[src/rtl/alarm_pkg.sv]
// Shared types and constants for the alarm field setters.
package alarm_pkg;

    typedef logic [3:0] bcd_t;

    localparam bcd_t BCD_NINE = 4'd9;

    localparam logic [1:0] ST_IDLE   = 2'd0;
    localparam logic [1:0] ST_HOLD   = 2'd1;
    localparam logic [1:0] ST_REPEAT = 2'd2;

    localparam int unsigned HOUR_MAX = 23;
    localparam int unsigned MIN_MAX  = 59;

endpackage

[src/rtl/btn_autorepeat.sv]
// Button edge detect plus hold/repeat FSM; step strobes are combinational for the current edge.
// Single step on press, then one after REPEAT_DELAY cycles, then every REPEAT_RATE cycles; no backpressure.
module btn_autorepeat
    import alarm_pkg::*;
#(
    parameter int unsigned REPEAT_DELAY = 50_000_000,
    parameter int unsigned REPEAT_RATE  = 10_000_000,
    parameter int unsigned CNT_W        = 26
) (
    input  logic clk,
    input  logic rst,
    input  logic mode_alarm,
    input  logic btn_inc,
    input  logic btn_dec,
    input  logic clr,
    output logic step_inc,
    output logic step_dec
);

    localparam logic [CNT_W-1:0] DELAY_LAST = CNT_W'(REPEAT_DELAY - 1);
    localparam logic [CNT_W-1:0] RATE_LAST  = CNT_W'(REPEAT_RATE - 1);

    logic [1:0]       state_q, state_d;
    logic [CNT_W-1:0] cnt_q, cnt_d;
    logic             inc_prev_q, inc_prev_d;
    logic             dec_prev_q, dec_prev_d;
    logic             dir_q, dir_d;
    logic             armed_q, armed_d;

    logic inc_rise, dec_rise, held;

    assign inc_rise = btn_inc & ~inc_prev_q;
    assign dec_rise = btn_dec & ~dec_prev_q;
    assign held     = mode_alarm & (dir_q ? (btn_inc & ~btn_dec) : (btn_dec & ~btn_inc));

    always_comb begin
        state_d    = state_q;
        cnt_d      = cnt_q;
        dir_d      = dir_q;
        inc_prev_d = btn_inc;
        dec_prev_d = btn_dec;
        armed_d    = 1'b1;
        step_inc   = 1'b0;
        step_dec   = 1'b0;

        if (clr || (btn_inc && btn_dec)) begin
            state_d = ST_IDLE;
            cnt_d   = '0;
        end else begin
            case (state_q)
                ST_IDLE: begin
                    // armed_q blocks a button still held through reset from stepping
                    if (armed_q && mode_alarm && (inc_rise || dec_rise)) begin
                        step_inc = inc_rise;
                        step_dec = dec_rise;
                        dir_d    = inc_rise;
                        state_d  = ST_HOLD;
                        cnt_d    = '0;
                    end
                end
                ST_HOLD, ST_REPEAT: begin
                    if (!held) begin
                        state_d = ST_IDLE;
                        cnt_d   = '0;
                        // a direct switch to the other button is replayed as a fresh press next edge
                        if (mode_alarm && dir_q && btn_dec) dec_prev_d = 1'b0;
                        if (mode_alarm && !dir_q && btn_inc) inc_prev_d = 1'b0;
                    end else if (cnt_q == ((state_q == ST_HOLD) ? DELAY_LAST : RATE_LAST)) begin
                        step_inc = dir_q;
                        step_dec = ~dir_q;
                        state_d  = ST_REPEAT;
                        cnt_d    = '0;
                    end else begin
                        cnt_d = cnt_q + CNT_W'(1);
                    end
                end
                default: begin
                    state_d = ST_IDLE;
                    cnt_d   = '0;
                end
            endcase
        end
    end

    always_ff @(posedge clk or posedge rst) begin
        if (rst) begin
            state_q    <= ST_IDLE;
            cnt_q      <= '0;
            inc_prev_q <= 1'b0;
            dec_prev_q <= 1'b0;
            dir_q      <= 1'b0;
            armed_q    <= 1'b0;
        end else begin
            state_q    <= state_d;
            cnt_q      <= cnt_d;
            inc_prev_q <= inc_prev_d;
            dec_prev_q <= dec_prev_d;
            dir_q      <= dir_d;
            armed_q    <= armed_d;
        end
    end

endmodule

[src/rtl/alarm_field_set.sv]
// Two-digit BCD alarm field with inc/dec auto-repeat, checked parallel load and wrap flag.
// Digits update on the deciding edge; wrap/load_err pulse for the following cycle; no backpressure.
module alarm_field_set
    import alarm_pkg::*;
#(
    parameter int unsigned MAX_TENS     = 2,
    parameter int unsigned MAX_ONES     = 3,
    parameter int unsigned RST_TENS     = 1,
    parameter int unsigned RST_ONES     = 2,
    parameter int unsigned REPEAT_DELAY = 50_000_000,
    parameter int unsigned REPEAT_RATE  = 10_000_000,
    parameter int unsigned CNT_W        = 26
) (
    input  logic       clk,
    input  logic       rst,
    input  logic       mode_alarm,
    input  logic       btn_inc,
    input  logic       btn_dec,
    input  logic       load,
    input  logic [3:0] load_tens,
    input  logic [3:0] load_ones,
    output logic [3:0] a_tens,
    output logic [3:0] a_ones,
    output logic       wrap,
    output logic       load_err
);

    localparam bcd_t MAX_T = bcd_t'(MAX_TENS);
    localparam bcd_t MAX_O = bcd_t'(MAX_ONES);
    localparam bcd_t RST_T = bcd_t'(RST_TENS);
    localparam bcd_t RST_O = bcd_t'(RST_ONES);

    if ((RST_TENS * 10 + RST_ONES) > (MAX_TENS * 10 + MAX_ONES) || RST_ONES > 9 || MAX_ONES > 9)
    begin : g_bad_reset_value
        $error("alarm_field_set: reset value must be valid BCD and not exceed MAX");
    end

    bcd_t tens_q, tens_d;
    bcd_t ones_q, ones_d;
    logic wrap_q, wrap_d;
    logic err_q, err_d;

    logic step_inc, step_dec;
    logic load_ok, at_max, at_zero;

    btn_autorepeat #(
        .REPEAT_DELAY (REPEAT_DELAY),
        .REPEAT_RATE  (REPEAT_RATE),
        .CNT_W        (CNT_W)
    ) u_btn (
        .clk        (clk),
        .rst        (rst),
        .mode_alarm (mode_alarm),
        .btn_inc    (btn_inc),
        .btn_dec    (btn_dec),
        .clr        (load),
        .step_inc   (step_inc),
        .step_dec   (step_dec)
    );

    assign load_ok = (load_tens <= BCD_NINE) && (load_ones <= BCD_NINE) &&
                     ((load_tens < MAX_T) || ((load_tens == MAX_T) && (load_ones <= MAX_O)));
    assign at_max  = (tens_q == MAX_T) && (ones_q == MAX_O);
    assign at_zero = (tens_q == 4'd0) && (ones_q == 4'd0);

    always_comb begin
        tens_d = tens_q;
        ones_d = ones_q;
        wrap_d = 1'b0;
        err_d  = 1'b0;
        if (load) begin
            if (load_ok) begin
                tens_d = load_tens;
                ones_d = load_ones;
            end else begin
                err_d = 1'b1;
            end
        end else if (step_inc) begin
            if (at_max) begin
                tens_d = 4'd0;
                ones_d = 4'd0;
                wrap_d = 1'b1;
            end else if (ones_q == BCD_NINE) begin
                ones_d = 4'd0;
                tens_d = tens_q + 4'd1;
            end else begin
                ones_d = ones_q + 4'd1;
            end
        end else if (step_dec) begin
            if (at_zero) begin
                tens_d = MAX_T;
                ones_d = MAX_O;
                wrap_d = 1'b1;
            end else if (ones_q == 4'd0) begin
                ones_d = BCD_NINE;
                tens_d = tens_q - 4'd1;
            end else begin
                ones_d = ones_q - 4'd1;
            end
        end
    end

    always_ff @(posedge clk or posedge rst) begin
        if (rst) begin
            tens_q <= RST_T;
            ones_q <= RST_O;
            wrap_q <= 1'b0;
            err_q  <= 1'b0;
        end else begin
            tens_q <= tens_d;
            ones_q <= ones_d;
            wrap_q <= wrap_d;
            err_q  <= err_d;
        end
    end

    assign a_tens   = tens_q;
    assign a_ones   = ones_q;
    assign wrap     = wrap_q;
    assign load_err = err_q;

endmodule

[config.mk]
export PLATFORM = sky130hd
export DESIGN_NAME = alarm_field_set
export DESIGN_NICKNAME = d
export VERILOG_FILES = /design/src/rtl/alarm_pkg.sv /design/src/rtl/btn_autorepeat.sv /design/src/rtl/alarm_field_set.sv
export SDC_FILE = /design/constraint.sdc
export NUM_CORES = 1
export LEC_CHECK = 0
export BUFFER_PORTS_ARGS = -buffer_cell sky130_fd_sc_hd__buf_2
export CAP_MARGIN = 20
export CORE_ASPECT_RATIO = 0.5
export CORE_MARGIN = 2
export CORE_UTILIZATION = 38
export DETAILED_ROUTE_END_ITERATION = 12
export GPL_TIMING_DRIVEN = 0
export SLEW_MARGIN = 20
export SYNTH_ARGS = -nofsm -noshare
export SYNTH_HDL_FRONTEND = slang
export SYNTH_SLANG_ARGS = --single-unit
[constraint.sdc]
create_clock -name clk -period 2.62 [get_ports clk]
set_input_delay 0.524 -clock clk [delete_from_list [all_inputs] [get_ports clk]]
set_output_delay 0.524 -clock clk [all_outputs]
set_load 0.02 [all_outputs]
== Word-level counts from Yosys, hierarchy flattened ==
Cells that the tools add are included.

* Bitwise operators: 11
* Order comparisons: 4
* Equality and inequality tests: 11
* Reductions and logical operators: 26
* Add/sub/neg operators: 5
* Muxes and demuxes: 53

{| class="wikitable"
|+ Operator list
! cell !! number
|-
| $mux 26 || 5
|-
| $mux 4 || 16
|-
| $pmux 26 s2 || 1
|-
| $add 26x1->26 const B || 1
|-
| $eq 26x26->1 || 1
|-
| $mux 1 || 24
|-
| $eq 4x2->1 const B || 3
|-
| $logic_and 1x1->1 || 12
|-
| $add 4x1->4 const B || 2
|-
| $le 4x4->1 const B || 2
|-
| $logic_not 4->1 || 2
|-
| $mux 2 || 4
|-
| $sub 4x1->4 const B || 2
|-
| $not 1->1 || 6
|-
| $and 1x1->1 || 5
|-
| $eq 4x4->1 const B || 1
|-
| $le 4x2->1 const B || 1
|-
| $lt 4x2->1 const B || 1
|-
| $ne 4x2->1 const B || 1
|-
| $ne 4x4->1 const B || 1
|-
| $pmux 1 s2 || 2
|-
| $pmux 2 s2 || 1
|-
| $reduce_and 2->1 || 2
|-
| $reduce_and 4->1 || 1
|-
| other kinds (11) || 13
|}

* Output and inout bits: 10
* Register bits: 42

== Logic depth before layout (Yosys ltp) ==
Gate-level depths: netlist of the first run.

* Depth in word-level cells: 10
* Depth in mapped cells: 10

== Hierarchy ==
From an unflattened synthesis of the first run, not the netlist that was laid out.

* Cell total of the unflattened synthesis: 303
* Area total of the unflattened synthesis: 2792.7 µm²

{| class="wikitable"
|+ Modules (own cells, without submodules)
! module !! instances !! cells each !! area an instance (µm²) !! seq. area each (µm²)
|-
| btn_autorepeat || 1 || 202 || 1865.5 || 800.8
|-
| alarm_field_set || 1 || 101 || 927.1 || 252.7
|}

== Worst setup path after synthesis of the first run ==
No wires, ideal clock.

* Path type: input-to-reg
* Start: in load
* End: reg tens_q[0] (netlist: a_tens[0])
* Arrival time: 2257 ps
* Buffers on the path: 2
* Required time: 2538 ps
* Path slack: 281 ps
* Setup time: 82 ps
* Cell stages on the path: 8
* Cells stage by stage: buf_2 > a21oi_1 > and2_1 > clkbuf_1 > nand2_1 > o21a_4 > a211oi_4 > mux2_4

* Word-level cells in the longest chain between the ends: 4

{| class="wikitable"
|+ RTL lines
! element !! line !! text
|-
| start: declaration || alarm_field_set.sv:19 || <nowiki>input logic load,</nowiki>
|-
| $logic_or 1x1->1 || btn_autorepeat.sv:46 || <nowiki>if (clr || (btn_inc && btn_dec)) begin</nowiki>
|-
| $mux 1 || btn_autorepeat.sv:46 ||
|-
| $ne 4x2->1 (no source line) (tied with other cells) || -- ||
|-
| $reduce_and 4->1 (no source line) / $mux 4 (equally long branches) || -- ||
|-
| end signal: assignment || alarm_field_set.sv:110 || <nowiki>tens_q <= tens_d;</nowiki>
|-
| end: declaration || alarm_field_set.sv:38 || <nowiki>bcd_t tens_q, tens_d;</nowiki>
|}

Several ways; a longest one is shown, not always the timed one.
A chain may end at the register's enable or synchronous reset.

== Worst setup path after layout of the first run ==
* Start: reg u_btn.state_q[1]
* End: reg tens_q[3] (netlist: a_tens[3])

* Word-level cells in the longest chain between the ends: 9

{| class="wikitable"
|+ RTL lines
! element !! line !! text
|-
| start: declaration || btn_autorepeat.sv:23 || <nowiki>logic [1:0] state_q, state_d;</nowiki>
|-
| start signal: assignment || btn_autorepeat.sv:94 || <nowiki>state_q <= state_d;</nowiki>
|-
| $eq 2x1->1 || btn_autorepeat.sv:50, btn_autorepeat.sv:68 ||
|-
| $mux 26 || btn_autorepeat.sv:68 || <nowiki>end else if (cnt_q == ((state_q == ST_HOLD) ? DELAY_LAST : RATE_LAST)) begin</nowiki>
|-
| $eq 26x26->1 || btn_autorepeat.sv:68 ||
|-
| $mux 1 || btn_autorepeat.sv:68 ||
|-
| $mux 1 || btn_autorepeat.sv:62 || <nowiki>if (!held) begin</nowiki>
|-
| $pmux 1 s2 || btn_autorepeat.sv:50 || <nowiki>case (state_q)</nowiki>
|-
| $mux 1 || btn_autorepeat.sv:46 ||
|-
| $ne 4x2->1 (no source line) (tied with other cells) || -- ||
|-
| $reduce_and 4->1 (no source line) / $mux 4 (equally long branches) || -- ||
|}

Several ways; a longest one is shown, not always the timed one.

==> results of run 1 <==
## per-layer routing
| metal | vias to the layer above | track usage, % | wire (µm) |
|---|---|---|---|
| li1 | 1177 | - | - |
| met4 | 0 | 3.89 | 54 |
| met1 | 1168 | 23.4 | 3220 |
| met3 | 5 | 3.14 | 229 |
| met5 | - | 0 | 0 |
| met2 | 53 | 28.1 | 2950 |
## through the flow
step | util (%) | power, mW
2_1_floorplan | - | 1.25
3_3_place_gp | 43.6 | 1.41
3_5_place_dp | 44.0 | 1.44
4_1_cts | 46.4 | 2.14
5_1_grt | 47.2 | 2.25
6_report | 47.2 | 2.13
## cell families after synthesis
logic type,after synthesis,synth area share [%]
simple gates,133,27.3
compound gates,70,18.9
flops,42,37.9
buf+inv,21,3.02
xor+xnor,19,5.99
fa+ha+maj,12,5.41
mux,3,1.31
other cells,1,0.135
## where the power goes
group | total, mW | leakage [nW] | internal [mW] | switching [mW]
clock network | 0.698 | 0.0781 | 0.451 | 0.247
logic | 0.608 | 0.705 | 0.241 | 0.368
registers | 0.820 | 0.555 | 0.721 | 0.0990
## how the worst max path moves through the flow
| stage | start | endpoint | slack, ns | depth (start not counted) |
|---|---|---|---|---|
| floorplan | load | a_tens[0]$_DFFE_PP1P_ | 0.28 | 8 |
| global placement | btn_inc | a_tens[0]$_DFFE_PP1P_ | -0.02 | 7 |
| detailed placement | load | a_tens[0]$_DFFE_PP1P_ | -0.02 | 8 |
| CTS | u_btn.state_q[1]$_DFFE_PP0P_ | a_tens[0]$_DFFE_PP1P_ | 0.03 | 8 |
| global route | u_btn.dir_q$_DFFE_PP0P_ | a_tens[3]$_DFFE_PP0P_ | 0.002 | 8 |
| finish | u_btn.state_q[1]$_DFFE_PP0P_ | a_tens[3]$_DFFE_PP0P_ | 0.11 | 10 |
## flip-flops by register name, summed over array words and instances, names as in the netlist
name	cells
u_btn.cnt_q	26
a_ones	4
a_tens	4
u_btn.state_q	2
load_err	1
u_btn.armed_q	1
u_btn.dec_prev_q	1
u_btn.dir_q	1
u_btn.inc_prev_q	1
wrap	1
## cells in the final DEF (no fill, tap or decap), types with 4 or more instances in the layout
| cell type | netlist | routed |
|---|---|---|
| clkbuf_1 | 2 | 4 |
| ha_1 | 12 | 11 |
| buf_4 | 0 | 5 |
| o2111ai_1 | 4 | 4 |
| a21oi_1 | 11 | 10 |
| o21ai_1 | 5 | 5 |
| o31ai_1 | 7 | 7 |
| nor2_1 | 34 | 34 |
| clkbuf_16 | 0 | 5 |
| and2_1 | 4 | 4 |
| xnor2_1 | 7 | 7 |
| buf_2 | 4 | 26 |
| inv_1 | 14 | 12 |
| nand4_1 | 8 | 8 |
| xor2_1 | 12 | 12 |
| o21ai_0 | 12 | 12 |
| and3_1 | 9 | 9 |
| nor3_1 | 7 | 7 |
| nand2_1 | 24 | 24 |
| nor2b_1 | 4 | 4 |
| o22ai_1 | 6 | 6 |
| nand3_1 | 15 | 14 |
| dfrtp_1 | 40 | 40 |
## critical path: stages, from the launching register on
cell and delay [ns]:
dfrtp_1 0.39, inv_2 0.07, ha_2 0.20, or4_4 0.43
o22ai_4 0.15, nand4_4 0.19, o21a_4 0.27, a211oi_4 0.39
buf_4 0.19, nand2b_1 0.05, o22ai_1 0.11
## repair_timing
item | 4_1_cts | 5_1_grt
gates resized for setup | 0 | 5
setup buffers | 0 | 5
endpoints found under the setup margin | 0 | 6
## cell type report
class                   count  area (µm²)
plain buffers               7        31.3
clock buffers               7         133
inverters                  14        52.6
flip-flops and latches     42        1050
well taps                  92         115
fillers                   671        3640
repair buffers             28         175
multi-input cells         238        1660
clock inverters             1        30.0
==> reports/metrics.csv, run 1 <==
metric,value,unit
status,"finished, final reports clean",
antenna_found_initial,0,
synth.distinct_cells,69,
cts_tree,built,
wirelength,6.46,mm
drc,0,
design.die.area,8050,µm²
ys_ff_latch,42,
portBuffers,22,
path_max_fanout,7,
maxCapViolCount,0,
ys_warn_count,0,
yosys-top-cells-count,"40 x dfrtp_1, 34 x nor2_1, 24 x nand2_1",
grt_max_degree,24,
yosysSeqAreaShare,37.9,%
fin_nets,362,
post-route-period-util,95.6,%
r2r-start,u_btn.state_q[1]$_DFFE_PP0P_,
endpoint_kind,flop,
dpl_cell_area,3030,µm²
dp_slack,-0.0210,ns
grt_use_total,16.9,%
synth_top_area_share,36.1,%
max_freq,0.399,GHz
powerDensity,655,nW/µm²
fin_setup_tns,0,ns
cts_made_buffers,5,
gp_congestion,0.845,
ir_worst_vdd,457,µV
drive_above_1_share,19.0,%
synth_edf_count,0,
die_h,64.4,µm
htreeDepth,2,
overflow,0,
clkLatencyLatePin,0.29,ns
cp.required,2.82,ns
grt_pass1_wl,11.2,mm
die_w,125,µm
first_pass_iters,4,
synth_ff_type,dfrtp_1,
fin_cells,429,
clk_pin_slew,0.06,ns
period_minus_slack,2.51,ns
rows,21,
route.antenna.remaining_nets,0,
ctsHoldBuffers,0,
ys_top_cells_by_area,"dfrtp_1 36%, ha_1 5.4%, nor2_1 4.6%",
clock_sinks,42,
root_buffer,clkbuf_16,
yosys.area.top_type,dfrtp_1,
async_flop_share,100,%
final_max_slew_viol_count,0,
synth_area,2780,µm²
avgSynthCellArea,9.22,µm²
finalSetupViolations,0,
wire_per_inst,15.1,µm
rr_worst_depth,10,
tightest_slew,0.555,ns
num_antenna_cells,0,
fin_ws,0.115,ns
rsz0062_at_grt,false,
max_slew_margin,63.0,%
synth_nets,327,
grt_pass1_vias,2333,
hold_violations,0,
vias,2403,
start_util,40.3,%
dp.cells,416,
whs,0.285,ns
crit_type,reg2reg,
dpl.hpwl,4.79,mm
ios,24,
final.setup_skew,0.00667,ns
clk_path_buf_depth,2,
drt_iter0_drc,122,
coreArea,6880,µm²
power.leakage,1.34,nW
reg2reg_to,a_tens[3]$_DFFE_PP0P_,
fin_area,3250,µm²
r2r_slack,0.11,ns
area_delta_synth_final,17.0,%
hold_path_class,in2async,
arrival,2.71,ns
yosysMostFrequentCell,dfrtp_1,
start_kind,flop,
routed_via_density,5.60,
syn_inst,301,
No activity file was read; power rests on OpenSTA's default activity.
==> inputs of run 2 (changes only) <==
Settings changed: CELL_PAD_IN_SITES_DETAIL_PLACEMENT set to 0, CELL_PAD_IN_SITES_GLOBAL_PLACEMENT set to 2, PLACE_DENSITY_LB_ADDON set to 0.1.
==> reports/metrics.csv, run 2 (same netlist as run 1, synthesis figures left out) <==
metric,value,unit
status,"finished, final reports clean",
routed_via_density,5.58,
post-route-period-util,96.0,%
max_slew_margin,57.5,%
seqCellArea,1050,µm²
hold_violations,0,
critical_path.slowest_cell,or4_4,
clk_pin_slew,0.06,ns
gp_congestion,0.819,
power.leakage,1.33,nW
ios,24,
fin_area,3260,µm²
maxCapViolCount,0,
ir_worst_vdd,390,µV
powerDensity,637,nW/µm²
hold_path_class,in2async,
path_max_fanout,7,
path_cells,"ha_2, or4_4, o22ai_4, nand4_4, o21a_4, a211oi_4, buf_6, mux2_4",
arrival,2.73,ns
dpl.hpwl,5.04,mm
multi_input_comb_area,1670,µm²
drt_iter0_drc,111,
crit_type,reg2reg,
portBuffers,22,
finalSetupViolations,0,
endpoint_kind,flop,
start_kind,flop,
netSwitchingPower,0.737,mW
final_max_slew_viol_count,0,
drc,0,
clk_path_buf_depth,2,
cts_tree,built,
grt_pass1_vias,2369,
grt_max_degree,27,
overflow,0,
num_antenna_cells,0,
antenna_found_initial,0,
power.internal,1.34,mW
rows,21,
final.setup_skew,0.00647,ns
start_util,40.3,%
fin_ws,0.105,ns
grt_pass1_wl,11.7,mm
tightest_slew,0.636,ns
p_seq_share,39.5,%
max_freq,0.398,GHz
cp.required,2.83,ns
design.die.area,8050,µm²
fin_setup_tns,0,ns
clock_sinks,42,
grt_use_total,18.1,%
wire_per_inst,15.9,µm
whs,0.320,ns
nFillCells,688,
rsz0062_at_grt,false,
fin_nets,364,
wirelength,6.84,mm
die_w,125,µm
dp.cells,416,
final_common_cell,dfrtp_1,
swShare,35.5,%
dp_slack,-0.0993,ns
clockPowerShare,31.0,%
root_buffer,clkbuf_16,
cpPeakStageDelay,0.43,ns
most-common-layout-cells,"40 x dfrtp_1, 34 x nor2_1, 26 x buf_2",
dpl_cell_area,3030,µm²
vias,2403,
area_delta_synth_final,17.5,%
route.antenna.remaining_nets,0,
period_minus_slack,2.51,ns
coreArea,6880,µm²
htreeDepth,2,
p_comb_share,29.5,%
drive_above_1_share,19.5,%
largest_register_ffs,26,
die_h,64.4,µm
cts_made_buffers,5,
top_register,u_btn.cnt_q,
fin_cells,431,
first_pass_iters,5,
clkLatencyLatePin,0.29,ns
[run 2: worst max-delay path, delay by kind of cell, from the launching register on]
kind | cells | cell delay, ns
adder cells (fa/ha/maj) | 1 | 0.23
multiplexers | 1 | 0.30
AND/OR/NAND/NOR | 2 | 0.63
buffers and inverters | 1 | 0.16
AO/OA/AOI/OAI | 3 | 0.70
flip-flops | 1 | 0.41
[run 2: per-stage QoR]
stage | total power [mW] | utilization [%]
2_1_floorplan | 1.25 | -
3_3_place_gp | 1.43 | 43.6
3_5_place_dp | 1.44 | 44.0
4_1_cts | 2.09 | 46.3
5_1_grt | 2.21 | 47.4
6_report | 2.08 | 47.4
[run 2: per-layer routing]
metal	up-vias	GRT usage, %	wire, µm
met4	0	3.33	36
met1	1179	24.8	3530
met5	-	0	0
met3	4	3.96	257
met2	42	30.0	3020
li1	1178	-	-
[run 2: power by group through the flow]
| stage | Sequential (mW) | Combinational [mW] | Clock, mW |
|---|---|---|---|
| after floorplan | 0.871 | 0.383 | 0 |
| after global placement | 0.828 | 0.600 | 0 |
| after detailed placement | 0.830 | 0.610 | 0 |
| after CTS | 0.818 | 0.611 | 0.660 |
| after global routing | 0.833 | 0.686 | 0.696 |
| final | 0.820 | 0.614 | 0.644 |
[run 2: cell type report]
class / instances / area share, %
multi-input cells: 238 / 51.0
well taps: 92 / 3.53
plain buffers: 7 / 0.959
inverters: 14 / 1.61
flip-flops and latches: 42 / 32.3
clock inverters: 2 / 0.383
clock buffers: 6 / 4.26
repair buffers: 30 / 5.94
[run 2: repair_timing]
item                       in CTS  in global routing
buffers inserted                1                  6
pin swaps                       1                  2
hold buffers                    0                  0
gates resized for setup         0                  6
setup endpoints to repair       2                  8
[run 2: path summary, 6_finish.rpt]
kind | slack (ns) | endpoint | cells past startpoint | startpoint
max | 0.11 | a_tens[0]$_DFFE_PP1P_ | 8 | u_btn.state_q[0]$_DFFE_PP0P_
min | 0.32 | u_btn.cnt_q[25]$_DFFE_PP0P_ | 2 | rst
max reg2reg | 0.11 | a_tens[0]$_DFFE_PP1P_ | 8 | u_btn.state_q[0]$_DFFE_PP0P_
min reg2reg | 0.51 | u_btn.cnt_q[0]$_DFFE_PP0P_ | 1 | u_btn.cnt_q[0]$_DFFE_PP0P_
max in group asynchronous | 1.80 | u_btn.cnt_q[11]$_DFFE_PP0P_ | 3 | rst
min in group clk | 0.51 | u_btn.cnt_q[0]$_DFFE_PP0P_ | 1 | u_btn.cnt_q[0]$_DFFE_PP0P_
==> inputs of run 3 (changes only) <==
Settings changed: SYNTH_HIERARCHICAL set to 1.
==> reports/metrics.csv, run 3 <==
metric,value,unit
start_kind,flop,
fin_area,3440,µm²
post-route-period-util,102,%
period_minus_slack,2.67,ns
max_freq,0.375,GHz
fin_cells,446,
clkLatencyLatePin,0.28,ns
first_pass_iters,4,
drt_iter0_drc,215,
async_flop_share,100,%
synth_ff_type,dfrtp_1,
top_register,u_btn/cnt_q,
grt_max_degree,33,
utilization,47.6,%
violations,negative setup slack,
finalSetupViolations,1,
yosysSeqAreaShare,37.7,%
ios,24,
power.leakage,1.39,nW
final.setup_skew,0.00551,ns
tightest_slew,0.684,ns
hold_path_class,in2async,
wire_per_inst,15.7,µm
cp.required,2.78,ns
final_common_cell,dfrtp_1,
ys_top_cells_by_area,"dfrtp_1 36%, ha_1 4.5%, a21oi_1 3.6%",
path_max_fanout,4,
hold_violations,0,
ys_warn_count,6,
routed_via_density,5.55,
coreArea,7210,µm²
die_h,64.6,µm
drive_above_1_share,26.6,%
route.antenna.remaining_nets,0,
wirelength,7.01,mm
die_w,125,µm
area_delta_synth_final,23.0,%
dp.cells,422,
final_max_slew_viol_count,0,
grt_pass1_vias,2494,
yosysMostFrequentCell,dfrtp_1,
p_total,2.07,mW
num_antenna_cells,0,
endpoint_kind,flop,
fin_setup_tns,-0.0453,ns
cts_made_buffers,5,
synth.distinct_cells,70,
rows,22,
gp_congestion,0.810,
nFillCells,700,
grt_use_total,18.6,%
syn_inst,303,
avgSynthCellArea,9.22,µm²
clock_sinks,42,
synth_area,2790,µm²
dpl_cell_area,3050,µm²
synth_nets,327,
max_slew_margin,54.4,%
yosys.area.top_type,dfrtp_1,
antenna_found_initial,0,
overflow,0,
most-common-layout-cells,"39 x dfrtp_1, 26 x buf_2, 23 x nand2_1",
cts_tree,built,
clk_pin_slew,0.06,ns
clk_path_buf_depth,2,
start_util,38.7,%
ctsHoldBuffers,0,
largest_register_ffs,26,
root_buffer,clkbuf_16,
ir_worst_vdd,245,µV
portBuffers,23,
dp_slack,-0.543,ns
whs,0.248,ns
yosys-top-cells-count,"40 x dfrtp_1, 23 x nand2_1, 23 x nor2_1",
design.die.area,8090,µm²
htreeDepth,2,
drc,0,
status,"complete, but fails checks",
synth_top_area_share,35.8,%
dpl.hpwl,5.04,mm
powerDensity,604,nW/µm²
maxCapViolCount,0,
ys_ff_latch,42,
fin_ws,-0.0453,ns
rsz0062_at_grt,true,
arrival,2.83,ns
crit_type,reg2reg,
fin_nets,373,
grt_pass1_wl,12.2,mm
synth_edf_count,0,
vias,2477,
[run 3: cell types whose count changed after synthesis, sizes merged, moves of 4 or more]
cell,delta
a2111oi,+4
or3,+6
xnor2,+4
xor2,-9
nor2,-10
mux2,+4
a21oi,+11
and3,-5
[run 3: layout make-up]
| class | count | area (µm²) | share of cell area [%] |
|---|---|---|---|
| Clock inverter | 2 | 12.5 | 0.364 |
| Timing Repair Buffer | 39 | 239 | 6.96 |
| Clock buffer | 6 | 139 | 4.04 |
| Inverter | 17 | 63.8 | 1.86 |
| Sequential cell | 42 | 1050 | 30.7 |
| Tap cell | 96 | 120 | 3.50 |
| Multi-Input combinational cell | 235 | 1750 | 50.9 |
| Buffer | 9 | 58.8 | 1.71 |
[run 3: worst max-delay path, cell delays in order, from the launching register on]
cell and delay [ns]:
dfrtp_1 0.38, inv_2 0.06, ha_4 0.17, or4_4 0.43
o22ai_4 0.15, o2111ai_4 0.18, o31ai_4 0.29, buf_4 0.17
and3_1 0.17, nand3_1 0.07, o21ai_0 0.08, o31ai_1 0.09
mux2_4 0.29
[run 3: logic make-up after synthesis]
kind of cell             Yosys count  share of synthesized area [%]
AO/OA/AOI/OAI                     83                           20.3
XOR/XNOR                          14                           4.39
adder cells (fa/ha/maj)           10                           4.48
buffers and inverters             26                           4.03
flip-flops                        42                           37.7
multiplexers                       7                           3.32
other                              1                          0.134
AND/OR/NAND/NOR                  120                           25.6
[run 3: final timing paths]
check,from,to,slack [ns],cells after the start
min in group clk,btn_inc,u_btn/inc_prev_q$_DFF_PP0_,0.51,2
setup reg to reg,u_btn/state_q[1]$_DFFE_PP0P_,a_tens[3]$_DFFE_PP0P_,-0.05,12
max in group asynchronous,rst,u_btn/cnt_q[8]$_DFFE_PP0P_,1.78,2
setup / recovery,u_btn/state_q[1]$_DFFE_PP0P_,a_tens[3]$_DFFE_PP0P_,-0.05,12
hold / removal,rst,load_err$_DFF_PP0_,0.25,2
hold reg to reg,u_btn/cnt_q[20]$_DFFE_PP0P_,u_btn/cnt_q[20]$_DFFE_PP0P_,0.55,2
[run 3: power by group]
group | switching [mW] | internal, mW | total (mW)
sequential | 0.0931 | 0.712 | 0.805
clock | 0.261 | 0.378 | 0.639
combinational | 0.355 | 0.276 | 0.631
total | 0.709 | 1.37 | 2.07
[run 3: what timing repair did]
action                     4_1_cts  5_1_grt
setup endpoints to repair        9        8
gates resized for setup         21        3
cloned                           0        0
buffers inserted                13        3
pin swaps                        6        4
[run 3: per-layer routing]
layer	GRT usage (%)	share of wire (%)	vias to the layer above
li1	-	-	1225
met1	25.5	49	1205
met2	31.3	46	45
met3	4.21	5.3	2
met4	2.50	0.11	0
met5	0	0	-
